**src/rtl/mdv_issue_queue_pkg.sv**
```systemverilog
// Shared types for the MDV issue queue: op codes, request bundle, depth.
// Helper predicates classify ops by how they drive the MDV unit.
package mdv_issue_queue_pkg;

    localparam int MDV_ISSUE_DEPTH = 4;
    localparam int MDV_TAG_W       = 5;

    typedef enum logic [3:0] {
        MDV_none  = 4'd0,
        MDV_mult  = 4'd1,
        MDV_multu = 4'd2,
        MDV_div   = 4'd3,
        MDV_divu  = 4'd4,
        MDV_mthi  = 4'd5,
        MDV_mtlo  = 4'd6,
        MDV_mfhi  = 4'd7,
        MDV_mflo  = 4'd8
    } MDVOPTION;

    typedef struct packed {
        MDVOPTION              op;
        logic [31:0]           a;
        logic [31:0]           b;
        logic [MDV_TAG_W-1:0]  tag;
    } mdv_req_t;

    function automatic logic op_start(MDVOPTION op);
        return op inside {MDV_mult, MDV_multu, MDV_div, MDV_divu};
    endfunction

    function automatic logic op_mt(MDVOPTION op);
        return op inside {MDV_mthi, MDV_mtlo};
    endfunction

    function automatic logic op_mf(MDVOPTION op);
        return op inside {MDV_mfhi, MDV_mflo};
    endfunction

    function automatic logic op_mdv(MDVOPTION op);
        return op_start(op) || op_mt(op) || op_mf(op);
    endfunction

endpackage

```
**src/rtl/mdv_issue_queue_if.sv**
```systemverilog
// Upstream request, MDV unit and result signals of the issue queue.
// master = environment side, slave = the queue itself.
interface mdv_issue_queue_if
    import mdv_issue_queue_pkg::*;
#(
    parameter int TAG_W = MDV_TAG_W
);
    logic             in_valid;
    logic             in_ready;
    MDVOPTION         in_op;
    logic [31:0]      in_a;
    logic [31:0]      in_b;
    logic [TAG_W-1:0] in_tag;
    logic             mdv_busy;
    logic [31:0]      mdv_ans;
    logic             mdv_start;
    MDVOPTION         mdv_op;
    logic [31:0]      mdv_a;
    logic [31:0]      mdv_b;
    logic             res_valid;
    logic [TAG_W-1:0] res_tag;
    logic [31:0]      res_data;
    logic             empty;

    modport master (
        output in_valid, in_op, in_a, in_b, in_tag,
        output mdv_busy, mdv_ans,
        input  in_ready, mdv_start, mdv_op, mdv_a, mdv_b,
        input  res_valid, res_tag, res_data, empty
    );

    modport slave (
        input  in_valid, in_op, in_a, in_b, in_tag,
        input  mdv_busy, mdv_ans,
        output in_ready, mdv_start, mdv_op, mdv_a, mdv_b,
        output res_valid, res_tag, res_data, empty
    );
endinterface

```
**src/rtl/mdv_req_fifo.sv**
```systemverilog
// In-order request store: DEPTH entries, one push and one pop per cycle.
// DEPTH is a power of two so the pointers wrap by natural overflow.
module mdv_req_fifo
    import mdv_issue_queue_pkg::*;
#(
    parameter int DEPTH = MDV_ISSUE_DEPTH
) (
    input  logic                       clk,
    input  logic                       reset,
    input  logic                       push,
    input  logic                       pop,
    input  mdv_req_t                   wdata,
    output mdv_req_t                   rdata,
    output logic [$clog2(DEPTH):0]     count
);
    localparam int AW = $clog2(DEPTH);

    mdv_req_t        mem [DEPTH];
    logic [AW-1:0]   rd_ptr;
    logic [AW-1:0]   wr_ptr;
    logic [AW:0]     inc;
    logic [AW:0]     dec;

    assign inc   = {{AW{1'b0}}, push};
    assign dec   = {{AW{1'b0}}, pop};
    assign rdata = mem[rd_ptr];

    always_ff @(posedge clk) begin
        if (reset) begin
            rd_ptr <= '0;
            wr_ptr <= '0;
            count  <= '0;
        end else begin
            if (push) wr_ptr <= wr_ptr + 1'b1;
            if (pop)  rd_ptr <= rd_ptr + 1'b1;
            count <= count + inc - dec;
        end
    end

    always_ff @(posedge clk) begin
        if (push) mem[wr_ptr] <= wdata;
    end
endmodule

```
**src/rtl/mdv_issue_queue.sv**
```systemverilog
// Buffers mult/div/mt/mf ops and issues them to MDV in order,
// returning mfhi/mflo values tagged with their destination register.
module mdv_issue_queue
    import mdv_issue_queue_pkg::*;
#(
    parameter int DEPTH = MDV_ISSUE_DEPTH,
    parameter int TAG_W = MDV_TAG_W
) (
    input  logic               clk,
    input  logic               reset,
    mdv_issue_queue_if.slave   bus
);
    localparam int CW = $clog2(DEPTH) + 1;

    logic [CW-1:0] count;
    mdv_req_t      head;
    mdv_req_t      wreq;
    logic          push;
    logic          issue_ok;
    logic          guard;
    logic          head_mf;

    assign bus.in_ready = count < CW'(DEPTH);
    assign push         = bus.in_valid && bus.in_ready;

    assign wreq.op  = bus.in_op;
    assign wreq.a   = bus.in_a;
    assign wreq.b   = bus.in_b;
    assign wreq.tag = MDV_TAG_W'(bus.in_tag);

    // Held off during reset so MDV never sees a half-flushed head.
    assign issue_ok = !reset && (count != '0)
                    && !bus.mdv_busy && !guard;
    assign head_mf  = op_mf(head.op);
    assign bus.empty = (count == '0) && !guard;

    mdv_req_fifo #(.DEPTH(DEPTH)) u_fifo (
        .clk   (clk),
        .reset (reset),
        .push  (push),
        .pop   (issue_ok),
        .wdata (wreq),
        .rdata (head),
        .count (count)
    );

    always_comb begin
        bus.mdv_start = 1'b0;
        bus.mdv_op    = MDV_none;
        bus.mdv_a     = '0;
        bus.mdv_b     = '0;
        if (issue_ok) begin
            unique case (1'b1)
                op_start(head.op): begin
                    bus.mdv_start = 1'b1;
                    bus.mdv_op    = head.op;
                    bus.mdv_a     = head.a;
                    bus.mdv_b     = head.b;
                end
                op_mt(head.op): begin
                    bus.mdv_op = head.op;
                    bus.mdv_a  = head.a;
                end
                op_mf(head.op): begin
                    bus.mdv_op = head.op;
                end
                default: ;
            endcase
        end
    end

    // Guard spans the busy rise after start and the hi/lo write of mt.
    always_ff @(posedge clk) begin
        if (reset) begin
            guard         <= 1'b0;
            bus.res_valid <= 1'b0;
            bus.res_tag   <= '0;
            bus.res_data  <= '0;
        end else begin
            guard         <= issue_ok && op_mdv(head.op);
            bus.res_valid <= issue_ok && head_mf;
            if (issue_ok && head_mf) begin
                bus.res_tag  <= TAG_W'(head.tag);
                bus.res_data <= bus.mdv_ans;
            end
        end
    end
endmodule

```
**src/flat_wrapper.sv**
```systemverilog
// flat-port wrapper written by rule: the top's interface ports become plain ports
module mdv_issue_queue_flat import mdv_issue_queue_pkg::*;
#(
    parameter int DEPTH = MDV_ISSUE_DEPTH,
    parameter int TAG_W = MDV_TAG_W
)
  (clk, reset, bus_in_valid, bus_in_op, bus_in_a, bus_in_b, bus_in_tag, bus_mdv_busy, bus_mdv_ans, bus_in_ready, bus_mdv_start, bus_mdv_op, bus_mdv_a, bus_mdv_b, bus_res_valid, bus_res_tag, bus_res_data, bus_empty);
  mdv_issue_queue_if #(.TAG_W(TAG_W)) bus_i ();
  input  logic clk;
  input  logic reset;
  input wire logic [$bits(bus_i.in_valid)-1:0] bus_in_valid;
  input wire logic [$bits(bus_i.in_op)-1:0] bus_in_op;
  input wire logic [$bits(bus_i.in_a)-1:0] bus_in_a;
  input wire logic [$bits(bus_i.in_b)-1:0] bus_in_b;
  input wire logic [$bits(bus_i.in_tag)-1:0] bus_in_tag;
  input wire logic [$bits(bus_i.mdv_busy)-1:0] bus_mdv_busy;
  input wire logic [$bits(bus_i.mdv_ans)-1:0] bus_mdv_ans;
  output wire logic [$bits(bus_i.in_ready)-1:0] bus_in_ready;
  output wire logic [$bits(bus_i.mdv_start)-1:0] bus_mdv_start;
  output wire logic [$bits(bus_i.mdv_op)-1:0] bus_mdv_op;
  output wire logic [$bits(bus_i.mdv_a)-1:0] bus_mdv_a;
  output wire logic [$bits(bus_i.mdv_b)-1:0] bus_mdv_b;
  output wire logic [$bits(bus_i.res_valid)-1:0] bus_res_valid;
  output wire logic [$bits(bus_i.res_tag)-1:0] bus_res_tag;
  output wire logic [$bits(bus_i.res_data)-1:0] bus_res_data;
  output wire logic [$bits(bus_i.empty)-1:0] bus_empty;
  assign bus_i.in_valid = bus_in_valid;
  assign bus_i.in_op = bus_in_op;
  assign bus_i.in_a = bus_in_a;
  assign bus_i.in_b = bus_in_b;
  assign bus_i.in_tag = bus_in_tag;
  assign bus_i.mdv_busy = bus_mdv_busy;
  assign bus_i.mdv_ans = bus_mdv_ans;
  assign bus_in_ready = bus_i.in_ready;
  assign bus_mdv_start = bus_i.mdv_start;
  assign bus_mdv_op = bus_i.mdv_op;
  assign bus_mdv_a = bus_i.mdv_a;
  assign bus_mdv_b = bus_i.mdv_b;
  assign bus_res_valid = bus_i.res_valid;
  assign bus_res_tag = bus_i.res_tag;
  assign bus_res_data = bus_i.res_data;
  assign bus_empty = bus_i.empty;
  mdv_issue_queue #(.DEPTH(DEPTH), .TAG_W(TAG_W)) u_core (.clk(clk), .reset(reset), .bus(bus_i));
endmodule
```
**config.mk**
```make
export PLATFORM = sky130hd
export DESIGN_NAME = mdv_issue_queue_flat
export DESIGN_NICKNAME = d
export VERILOG_FILES = /design/src/rtl/mdv_issue_queue_pkg.sv /design/src/rtl/mdv_issue_queue_if.sv /design/src/rtl/mdv_req_fifo.sv /design/src/rtl/mdv_issue_queue.sv /design/src/flat_wrapper.sv
export SDC_FILE = /design/constraint.sdc
export NUM_CORES = 1
export LEC_CHECK = 0
export ABC_AREA = 1
export CAP_MARGIN = 20
export CELL_PAD_IN_SITES_DETAIL_PLACEMENT = 1
export CELL_PAD_IN_SITES_GLOBAL_PLACEMENT = 1
export CORE_MARGIN = 3
export CORE_UTILIZATION = 46
export CTS_CLUSTER_SIZE = 12
export DETAILED_ROUTE_END_ITERATION = 6
export PLACE_DENSITY_LB_ADDON = 0.3
export SLEW_MARGIN = 40
export SYNTH_ARGS = -nofsm -noshare
export SYNTH_HDL_FRONTEND = slang
export SYNTH_SLANG_ARGS = --single-unit
```
**constraint.sdc**
```tcl
create_clock -name clk -period 10.3 [get_ports clk]
set_clock_uncertainty 0.1 [all_clocks]
set_input_delay 1.03 -clock clk [delete_from_list [all_inputs] [get_ports clk]]
set_output_delay 1.03 -clock clk [all_outputs]
set_load 0.1 [all_outputs]
```
==> key figures <==
Finish
  • Antenna diodes: 0
  • Final Cell Area: between 0.015 and 0.02 mm2
  • Synth-to-Final Area Change: 23.3%
  • Nets@finish: 1,497
  • Layout Utilization: 0.585
  • Share of cells above drive strength 1: 0.139
  • Layout Cells excl Fill: 1,783
  • Sequential Area: 0.00974 mm2
  • Multi-input logic area: roughly 0.0032 mm2
  • Fill cell count: 2,961

Critical path
  • CP arrival: 3.99 ns
  • Crit. Startpoint: reset
  • Largest delay share family, worst path: buffers and inverters
  • Crit path launch type: input pin
  • CP Class: input pin to output port
  • CP cell instances: clkdlybuf4s50_1 -> inv_2 -> nand3_1 -> inv_2 -> nand2_1 -> buf_4 -> a21oi_2 -> buf_2
  • Max incr delay on CP: 0.57 ns
  • Most numerous cell on the critical path: inv_2
  • Worst setup EP type: output port
  • Slowest CP cell: inv_2
  • Crit path buf inv count: 5
  • Crit-path max FO: 43
  • WP data required: approximately 9.2 ns

Place
  • HPWL Detailed: 21.8 mm
  • Gpl congestion: 0.765
  • Post-Place Cells: around 1,700
  • Pre-CTS setup slack: 5.21 ns
  • Placed Area: ~0.015 mm2
  • Port bufs: 217

Floorplan
  • Core Region: about 0.028 mm2
  • Initial core utilization: 0.475
  • Die height: 177 um
  • Die Footprint: 0.0313 mm2
  • Ports: roughly 220
  • Die X: approximately 180 um
  • Number of placement rows: around 60

Synthesis
  • Syn_nets: 1,295
  • Synth cell count leaders: nor2_1, edfxtp_1, o21ai_0
  • Synth warnings: 0
  • Syn avg cell area: 11.4 um2
  • Netlist cell types: 24
  • Register area share after synthesis: 0.724
  • Flops & latches, synth: 340
  • Ys async rst share: 0
  • Most common flop cell mapped by yosys: edfxtp_1
  • Count leader, synth: nor2_1
  • Post-synth top area cell: edfxtp_1
  • Top cell type's share of synthesized area: 0.653
  • Synth area leaders: edfxtp_1, nor2_1, dfxtp_1
  • Post-synth EDFFs: 292
  • Cells after synthesis: approximately 1,200
  • Synthesized area: ~0.013 mm2

Timing
  • Rel. slew slack: 0.478
  • Final hold vios: 0
  • Fin worst setup slack: 5.18 ns
  • Final setup viols: 0
  • Period minus WS final: 5.12 ns
  • Fmax achieved: 195 MHz
  • RSZ-0062 raised after global routing: false
  • Worst Max-Slew Pin Slew: 0.782 ns
  • Tcrit/Tclk final: 0.497
  • WHS: 0.391 ns
  • Final max-slew violation count: 0
  • Setup TNS: 0 ns

Pwr
  • Worst IR Drop VDD: 0.158 mV
  • Pwr per Cell Area: 224 mW/mm2
  • Leakage: about 6.4 nW
  • Total power: 3.71 mW

Route
  • WL/cell: around 20 um
  • 1st-iter DRT viols: 599
  • Vias: roughly 9,400
  • Initial DRT Pass Iterations: 5
  • Drt drc: 0
  • Routed WL: 35.8 mm
  • Post-route ant nets: 0
  • Via/cell ratio: 5.30

Clock tree
  • Clk slew on worst S/H paths: approximately 0.06 ns
  • Clock Latency Late Sink: between 0.5 and 0.6 ns
  • Clock root buffer master: clkbuf_16
  • Clock Path Buffers: 3
  • TritonCTS clock tree: yes
  • Post-CTS sizing: 0
  • Hold Buf Count CTS: 0
  • H-tree depth: 2
  • Inserted Clock Buffers: 37
  • CTS sink count: 340
  • Post-CTS Setup Inserts: 0

Global routing
  • GR Overflow Total: 0
  • Initial antenna violation count: 3
  • First-pass GRT wire length: 55.5 mm
  • Vias in the first global route: 10,200
  • Largest net degree at the start of global routing: 93
  • Gr usage total: 0.228

Min path
  • Hold wc startpoint: u_core.bus.res_tag[2]
  • Hold Path Class: register to register

Flow run
  • Max cap viols: 0

Status
  • Status: finished clean
layout make-up:
type                       count  share of cell area
tap                          378              0.0285
clock buffer                  52              0.0619
inverter                      56              0.0128
multi-input combinational    714               0.193
timing repair buffer         232               0.110
clock inverter                11             0.00657
sequential                   340               0.588
sequential cells by signal, indices dropped and copies added, names as in the netlist, named ones only:
name and count:
u_core.bus.res_valid 1, u_core.u_fifo.wr_ptr 2, u_core.u_fifo.rd_ptr 2, u_core.guard 1
u_core.u_fifo.count 3, u_core.u_fifo.mem 292, u_core.bus.res_tag 5, u_core.bus.res_data 32
routing by layer:
layer,share of wire,wire length [um],vias to the layer above,GRT usage
met5,0.0013,46,-,0
met4,0.027,966,6,0.0714
met3,0.059,2130,65,0.0444
met2,0.50,17800,297,0.399
met1,0.42,14900,4641,0.287
li1,-,-,4436,-
report_power, final:
group          total (mW)  internal (mW)  leakage [nW]  switching (mW)
Combinational       0.778          0.174          2.78           0.604
Sequential           1.68           1.63          3.06          0.0514
Clock                1.25          0.742         0.543           0.509
Total                3.71           2.54          6.39            1.16
cells in the final DEF, fill, tap and decap left out, types with 2 or more instances in the layout:
cell type,synthesis,layout
nand3_2,2,2
clkbuf_1,29,13
inv_2,6,5
edfxtp_1,292,292
nand2_2,5,4
clkinv_1,0,4
buf_16,0,3
clkinv_2,0,2
clkinvlp_4,0,2
nor2_1,352,348
inv_1,50,50
dfxtp_4,0,2
nand2_4,2,3
bufinv_16,0,2
clkbuf_16,0,39
a21oi_2,2,2
nor2_4,2,6
buf_6,6,3
a21oi_1,70,70
buf_4,2,8
nand3_1,46,46
o21ai_1,2,2
dfxtp_1,48,46
o21ai_0,143,143
ha_1,6,6
buf_2,23,109
nand2_1,75,75
clkdlybuf4s50_1,0,108
o22ai_1,5,5
worst min-delay path, stage by stage (launching register included):
cell	delay, ns
dfxtp_1	0.31
nor2_1	0.09
nor2_1	0.05
cells by family after synthesis:
family	Yosys count	share of synthesized area
compound gates	222	0.0837
simple gates	484	0.144
fa+ha+maj	7	0.00708
buf+inv	125	0.0410
xor+xnor	1	0.000652
flops	340	0.724
path summary, 6_finish.rpt:
| path | slack [ns] | cells after the start | end |
|---|---|---|---|
| setup / recovery | 5.18 | 8 | bus_mdv_op[0] |
| hold / removal | 0.39 | 2 | u_core.bus.res_tag[2] |
| setup reg to reg | 7.09 | 11 | u_core.bus.res_data[21] |
| hold reg to reg | 0.39 | 2 | u_core.bus.res_tag[2] |
Power figures use the tool's default switching activity.
